$ cat src/rtl/id_stage.sv
// RV32 ALU-subset decode stage with a 31x32 register file and a one-entry valid/ready output register.
// Optional macro ID_WB_BYPASS_EN forwards same-cycle write-back data into the source operands.
module id_stage #(
    parameter int unsigned REGFILE_RESET = 1
) (
    input  logic        i_clk,
    input  logic        i_rst_n,
    input  logic        i_instr_valid,
    output logic        o_instr_ready,
    input  logic [31:0] i_instr,
    input  logic [31:0] i_pc,
    input  logic        i_wb_en,
    input  logic [4:0]  i_wb_rd,
    input  logic [31:0] i_wb_data,
    input  logic        i_flush,
    output logic        o_ex_valid,
    input  logic        i_ex_ready,
    output logic [2:0]  o_alu_op,
    output logic        o_alu_op2,
    output logic [31:0] o_alu_x,
    output logic [31:0] o_alu_y,
    output logic [4:0]  o_rd,
    output logic        o_rd_we,
    output logic        o_illegal
);

    localparam int unsigned XLEN = 32;
    localparam int unsigned RW   = 5;

    localparam logic [6:0] OPC_OP     = 7'b0110011;
    localparam logic [6:0] OPC_OP_IMM = 7'b0010011;
    localparam logic [6:0] OPC_LUI    = 7'b0110111;
    localparam logic [6:0] OPC_AUIPC  = 7'b0010111;
    localparam logic [6:0] F7_ZERO    = 7'b0000000;
    localparam logic [6:0] F7_ALT     = 7'b0100000;

    logic [XLEN-1:0] rf_q [1:31];

    logic [6:0]      opcode;
    logic [2:0]      funct3;
    logic [6:0]      funct7;
    logic [RW-1:0]   rs1, rs2, rd;
    logic [XLEN-1:0] rs1_rf, rs2_rf, rs1_val, rs2_val;
    logic            accept;

    logic            dec_legal;
    logic [2:0]      dec_op;
    logic            dec_op2;
    logic [XLEN-1:0] dec_x, dec_y;

    logic            ex_valid_d, ex_valid_q;
    logic [2:0]      alu_op_d, alu_op_q;
    logic            alu_op2_d, alu_op2_q;
    logic [XLEN-1:0] alu_x_d, alu_x_q, alu_y_d, alu_y_q;
    logic [RW-1:0]   rd_d, rd_q;
    logic            rd_we_d, rd_we_q;
    logic            illegal_d, illegal_q;

    assign opcode = i_instr[6:0];
    assign rd     = i_instr[11:7];
    assign funct3 = i_instr[14:12];
    assign rs1    = i_instr[19:15];
    assign rs2    = i_instr[24:20];
    assign funct7 = i_instr[31:25];

    assign o_instr_ready = !ex_valid_q || i_ex_ready;
    assign accept        = i_instr_valid && o_instr_ready && !i_flush;

    // Register file: writes are independent of stall/flush, blocked only by reset.
    always_ff @(posedge i_clk) begin
        if (!i_rst_n) begin
            if (REGFILE_RESET != 0) begin
                for (int i = 1; i < 32; i++) begin
                    rf_q[5'(i)] <= '0;
                end
            end
        end else if (i_wb_en && i_wb_rd != '0) begin
            rf_q[i_wb_rd] <= i_wb_data;
        end
    end

    assign rs1_rf = (rs1 == '0) ? '0 : rf_q[rs1];
    assign rs2_rf = (rs2 == '0) ? '0 : rf_q[rs2];

`ifdef ID_WB_BYPASS_EN
    assign rs1_val = (i_wb_en && rs1 != '0 && i_wb_rd == rs1) ? i_wb_data : rs1_rf;
    assign rs2_val = (i_wb_en && rs2 != '0 && i_wb_rd == rs2) ? i_wb_data : rs2_rf;
`else
    assign rs1_val = rs1_rf;
    assign rs2_val = rs2_rf;
`endif

    // Instruction decode; anything not explicitly legal leaves all fields zero.
    always_comb begin
        dec_legal = 1'b0;
        dec_op    = '0;
        dec_op2   = 1'b0;
        dec_x     = '0;
        dec_y     = '0;
        unique case (opcode)
            OPC_OP: begin
                if (funct7 == F7_ZERO ||
                    (funct7 == F7_ALT && (funct3 == 3'b000 || funct3 == 3'b101))) begin
                    dec_legal = 1'b1;
                    dec_op    = funct3;
                    dec_op2   = (funct7 == F7_ALT);
                    dec_x     = rs1_val;
                    dec_y     = rs2_val;
                end
            end
            OPC_OP_IMM: begin
                if (funct3 == 3'b001 || funct3 == 3'b101) begin
                    if (funct7 == F7_ZERO || (funct3 == 3'b101 && funct7 == F7_ALT)) begin
                        dec_legal = 1'b1;
                        dec_op    = funct3;
                        dec_op2   = (funct7 == F7_ALT);
                        dec_x     = rs1_val;
                        dec_y     = {27'b0, i_instr[24:20]};
                    end
                end else begin
                    dec_legal = 1'b1;
                    dec_op    = funct3;
                    dec_x     = rs1_val;
                    dec_y     = {{20{i_instr[31]}}, i_instr[31:20]};
                end
            end
            OPC_LUI: begin
                dec_legal = 1'b1;
                dec_y     = {i_instr[31:12], 12'b0};
            end
            OPC_AUIPC: begin
                dec_legal = 1'b1;
                dec_x     = i_pc;
                dec_y     = {i_instr[31:12], 12'b0};
            end
            default: ;
        endcase
    end

    // Output register next state: flush beats accept, accept beats drain.
    always_comb begin
        ex_valid_d = ex_valid_q;
        alu_op_d   = alu_op_q;
        alu_op2_d  = alu_op2_q;
        alu_x_d    = alu_x_q;
        alu_y_d    = alu_y_q;
        rd_d       = rd_q;
        rd_we_d    = rd_we_q;
        illegal_d  = illegal_q;
        if (i_flush) begin
            ex_valid_d = 1'b0;
        end else if (accept) begin
            ex_valid_d = 1'b1;
            alu_op_d   = dec_op;
            alu_op2_d  = dec_op2;
            alu_x_d    = dec_x;
            alu_y_d    = dec_y;
            rd_d       = rd;
            rd_we_d    = dec_legal && rd != '0;
            illegal_d  = !dec_legal;
        end else if (i_ex_ready) begin
            ex_valid_d = 1'b0;
        end
    end

    always_ff @(posedge i_clk) begin
        if (!i_rst_n) begin
            ex_valid_q <= 1'b0;
            alu_op_q   <= '0;
            alu_op2_q  <= 1'b0;
            alu_x_q    <= '0;
            alu_y_q    <= '0;
            rd_q       <= '0;
            rd_we_q    <= 1'b0;
            illegal_q  <= 1'b0;
        end else begin
            ex_valid_q <= ex_valid_d;
            alu_op_q   <= alu_op_d;
            alu_op2_q  <= alu_op2_d;
            alu_x_q    <= alu_x_d;
            alu_y_q    <= alu_y_d;
            rd_q       <= rd_d;
            rd_we_q    <= rd_we_d;
            illegal_q  <= illegal_d;
        end
    end

    assign o_ex_valid = ex_valid_q;
    assign o_alu_op   = alu_op_q;
    assign o_alu_op2  = alu_op2_q;
    assign o_alu_x    = alu_x_q;
    assign o_alu_y    = alu_y_q;
    assign o_rd       = rd_q;
    assign o_rd_we    = rd_we_q;
    assign o_illegal  = illegal_q;

endmodule

$ cat config.mk
export PLATFORM = sky130hd
export DESIGN_NAME = id_stage
export DESIGN_NICKNAME = d
export VERILOG_FILES = /design/src/rtl/id_stage.sv
export SDC_FILE = /design/constraint.sdc
export NUM_CORES = 2
export LEC_CHECK = 0
export CORE_ASPECT_RATIO = 0.75
export CORE_MARGIN = 5
export CORE_UTILIZATION = 40
export CTS_BUF_LIST = sky130_fd_sc_hd__clkbuf_2
export DETAILED_ROUTE_END_ITERATION = 10
export PLACE_DENSITY_LB_ADDON = 0.12
export REMOVE_ABC_BUFFERS = 1
export SLEW_MARGIN = 20
export SYNTH_ARGS = -nofsm -noshare
export SYNTH_HDL_FRONTEND = slang
export SYNTH_SLANG_ARGS = --single-unit
$ cat constraint.sdc
create_clock -name i_clk -period 4.64 [get_ports i_clk]
set_clock_uncertainty 0.05 [all_clocks]
set_input_delay 0.464 -clock i_clk [delete_from_list [all_inputs] [get_ports i_clk]]
set_output_delay 0.464 -clock i_clk [all_outputs]
set_load 0.01 [all_outputs]
==> run_results.csv <==
group,metric,value,unit
timing,max_freq,0.2258,GHz
worst_setup_path,r2r_slack,770,ps
timing,slew_violations,0,
worst_setup_path,cp_slowest_stage_delay,1280,ps
clocking,root_buffer,"clkbuf_2",
drt,firstDrtPassIters,8,
outcome,outcome,"finished clean",
die,core_area,143100,sq um
die,die_x,448.8,um
worst_setup_path,cp-startpoint,"i_instr[18]",
power,ir_worst_vdd,0.2027,mV
cells_and_area,layout.nets,4462,
clocking,cts_tree,"yes",
synth,async_flop_share,0,
worst_setup_path,endpoint,"o_alu_x[12]$_SDFFE_PN0P_",
timing,finalWorstSetupSlack,210.6,ps
synth,ys.flop_type,"edfxtp_1",
drt,drt-wirelength-per-cell,32.86,um
synth,synth_seq_cells,1100,
die,initial_core_util,0.4037,
worst_setup_path,path_class,"input port to register",
worst_setup_path,critPathLaunchType,"input port",
clocking,cts-buffers-inserted,302,
worst_setup_path,cp_num_buf_inv,8,
die,io-pin-count,184,
run,max_cap_viol_count,0,
global_routing,grt_max_degree,72,
drt,remaining_drc_errors,0,
placement,post-place-ws,1061,ps
drt,top_layer_used,"met5",
timing,fin_hold_ws,202.8,ps
drt,dr.first_iter.drc_count,4552,
synth,syn-mean-instance-area,15.20,sq um
clocking,clock_sinks,1100,
worst_setup_path,crit_chain,"dlygate4sd3_1 -> dlygate4sd3_1 -> buf_4 -> dlygate4sd3_1 -> nand2_1 -> dlygate4sd3_1 -> o22ai_1 -> dlygate4sd3_1 -> nor2_1 -> dlygate4sd3_1 -> o22ai_1 -> dlygate4sd3_1",
clocking,cts_resized,0,
drt,wl_met2,95220,um
worst_setup_path,rr_endpoint,"o_alu_x[18]$_SDFFE_PN0P_",
global_routing,overflow,0,
drt,postRouteWirelength,212000,um
worst_setup_path,crit_cells,12,
synth,yosys_warnings,0,
global_routing,antenna_found_initial,15,
synth,netlist_area,57760,sq um
power,p_total,21.33,mW
drt,dr_total_vias,38460,
cells_and_area,drive_gt1_frac,0.2909,
timing,post-route-min-period,4429,ps
clocking,clkLatencyLatePin,1770,ps
clocking,htree_num_levels,5,
drt,drt-met1-wl,89110,um
placement,gp_congestion,0.8764,
timing,min_period_over_period,0.9546,
placement,portBuffers,183,
die,rows,120,
drt,ant_nets,0,
worst_setup_path,cp_top_family,"buffers and inverters",
timing,finalSetupViolCount,0,
worst_setup_path,r2r-start,"o_ex_valid$_SDFFE_PP0P_",
drt,avgViaCountPerCell,5.961,
die,dieArea,152200,sq um
synth,synthCells,3800,
cells_and_area,finalInstanceArea,67820,sq um
timing,worst_pin_slew,1225,ps
worst_setup_path,crit_slowest_cell,"dlygate4sd3_1",
power,power_density,314.6,nW/um^2
worst_setup_path,cp-end-kind,"register",
placement,placed_area,62640,sq um
worst_setup_path,crit_path_frequent_cell,"dlygate4sd3_1",
clocking,path_clk_slew,130,ps
placement,dpl.hpwl,132500,um
timing,hold_viol,0,
timing,fin_tns_setup,0,ps
global_routing,grt_usage,0.2751,
die,die_h,339.1,um
clocking,clock_path_buffers,4,
drt,wl_met3,19390,um
timing,rsz0062_at_grt,"false",
worst_setup_path,cp_max_fo,13,
cells_and_area,area_delta_synth_final,17.42,%
worst_hold_path,hold_path.class,"input port to register",
synth,ys_seq_area_frac,0.5587,
clocking,cts_setup_buffers,0,
global_routing,grt_pass1_wl,298400,um
worst_setup_path,worstPathArrival,6110,ps
worst_setup_path,worstPathRequired,6320,ps
synth,synth-edff-count,1024,
global_routing,grt_pass1_vias,38810,
power,static-leakage-power,23.45,nW
synth,ys_types,63,
worst_setup_path,worst_r2r_path_depth,8,
timing,slew_headroom,0.1814,
==> cells by family after synthesis <==
logic type             after synthesis  share of synthesized area
AND/OR/NAND/NOR                   1287                     0.1328
flip-flops                        1100                     0.5587
multiplexers                       662                     0.2367
buffers and inverters              417                    0.03148
AO/OA/AOI/OAI                      332                    0.04010
XOR/XNOR                             1                  0.0001517
other                                1                 0.00006493
==> layer usage <==
metal | vias up | global-route usage
met3 | 428 | 0.06380
met1 | 20050 | 0.3889
li1 | 15940 | -
met4 | 4 | 0.1017
met5 | - | 0
met2 | 2040 | 0.4170
==> registers in the layout (all words and copies together), names as in the netlist <==
name and count:
o_alu_op2 1, o_alu_op 3, o_illegal 1, o_alu_x 32, o_alu_y 32, o_rd 5
o_rd_we 1, o_ex_valid 1, rf_q 1024
==> worst min-delay path by stage <==
stage / slack (ps) / to / cells after the start / start
global placement: 390 / o_alu_op2$_SDFFE_PN0P_ / 2 / o_alu_op2$_SDFFE_PN0P_
global route: 30 / o_alu_y[0]$_SDFFE_PN0P_ / 6 / i_instr[4]
CTS: 8 / rf_q[0][6]$_DFFE_PP_ / 3 / i_wb_data[6]
detailed placement: 400 / o_alu_op[1]$_SDFFE_PN0P_ / 2 / o_alu_op[1]$_SDFFE_PN0P_
floorplan: 430 / o_alu_op2$_SDFFE_PN0P_ / 2 / o_alu_op2$_SDFFE_PN0P_
finish: 200 / o_alu_y[0]$_SDFFE_PN0P_ / 6 / i_instr[4]
==> Yosys cell counts, types with 8 or more instances <==
library cell,count,area [sq um]
inv_1,8,30.03
edfxtp_1,1024,30750
buf_4,24,180.2
a32oi_1,9,78.83
a222oi_1,26,260.3
nor2b_1,39,244.0
a221oi_1,26,227.7
clkbuf_1,292,1096
nand2b_1,10,62.56
nor2_1,61,229.0
a21oi_1,75,375.4
buf_6,9,101.4
o22ai_1,22,137.6
dfxtp_1,76,1521
a22o_1,8,70.07
nand3_1,17,85.08
buf_2,58,290.3
mux4_2,562,12660
o21ai_0,44,220.2
a211oi_1,41,307.8
nand2_1,98,367.9
buf_1,24,90.09
a22oi_1,42,315.3
and2_1,1003,6275
mux2_2,12,135.1
mux2i_1,88,880.8
nor3_1,20,100.1
==> placed cells by master, fill, tap and decap left out, drive strengths merged, types with 32 or more instances in the layout <==
master,count
a211oi,41
a21oi,77
mux4,562
nor2b,39
edfxtp,1024
mux2i,88
a22oi,42
nor2,61
clkinv,50
clkdlybuf4s50,160
dfxtp,76
o21ai,49
clkbuf,447
buf,211
nand2,99
dlygate4sd3,256
and2,1003
conb,32
==> layout make-up <==
cell class | count | area (sq um)
diodes | 9 | 22.52
clock buffers | 445 | 2227
clock inverters | 55 | 239.0
fillers | 12520 | 75270
inverters | 8 | 30.03
multi-input cells | 2314 | 24410
flip-flops and latches | 1100 | 32270
well taps | 1891 | 2366
repair buffers | 629 | 6248
==> metrics by stage <==
step | utilization | std cells
finish | 0.4740 | 6451
global route | 0.4739 | 6449
detailed placement | 0.4377 | 5676
CTS | 0.4723 | 6421
floorplan | - | 3422
global placement | 0.4379 | 5676
==> worst min-delay path, stage by stage <==
cell             delay [ps]
clkdlybuf4s50_1         460
nand4bb_4               120
or3_1                   390
nor3_2                  220
a32oi_1                 230
nand3_1                  90
==> power breakdown <==
| part | internal, mW | switching (mW) |
|---|---|---|
| combinational | 1.31 | 1.61 |
| clock | 2.57 | 4.27 |
| sequential | 11.3 | 0.251 |
| total | 15.2 | 6.13 |
==> timing repair <==
| action | 4_1_cts | 5_1_grt |
|---|---|---|
| hold endpoints to repair | 1417 | 268 |
| setup endpoints to repair | 0 | 0 |
| hold buffers | 245 | 21 |
Note: power is estimated with default switching activity, not from simulation.
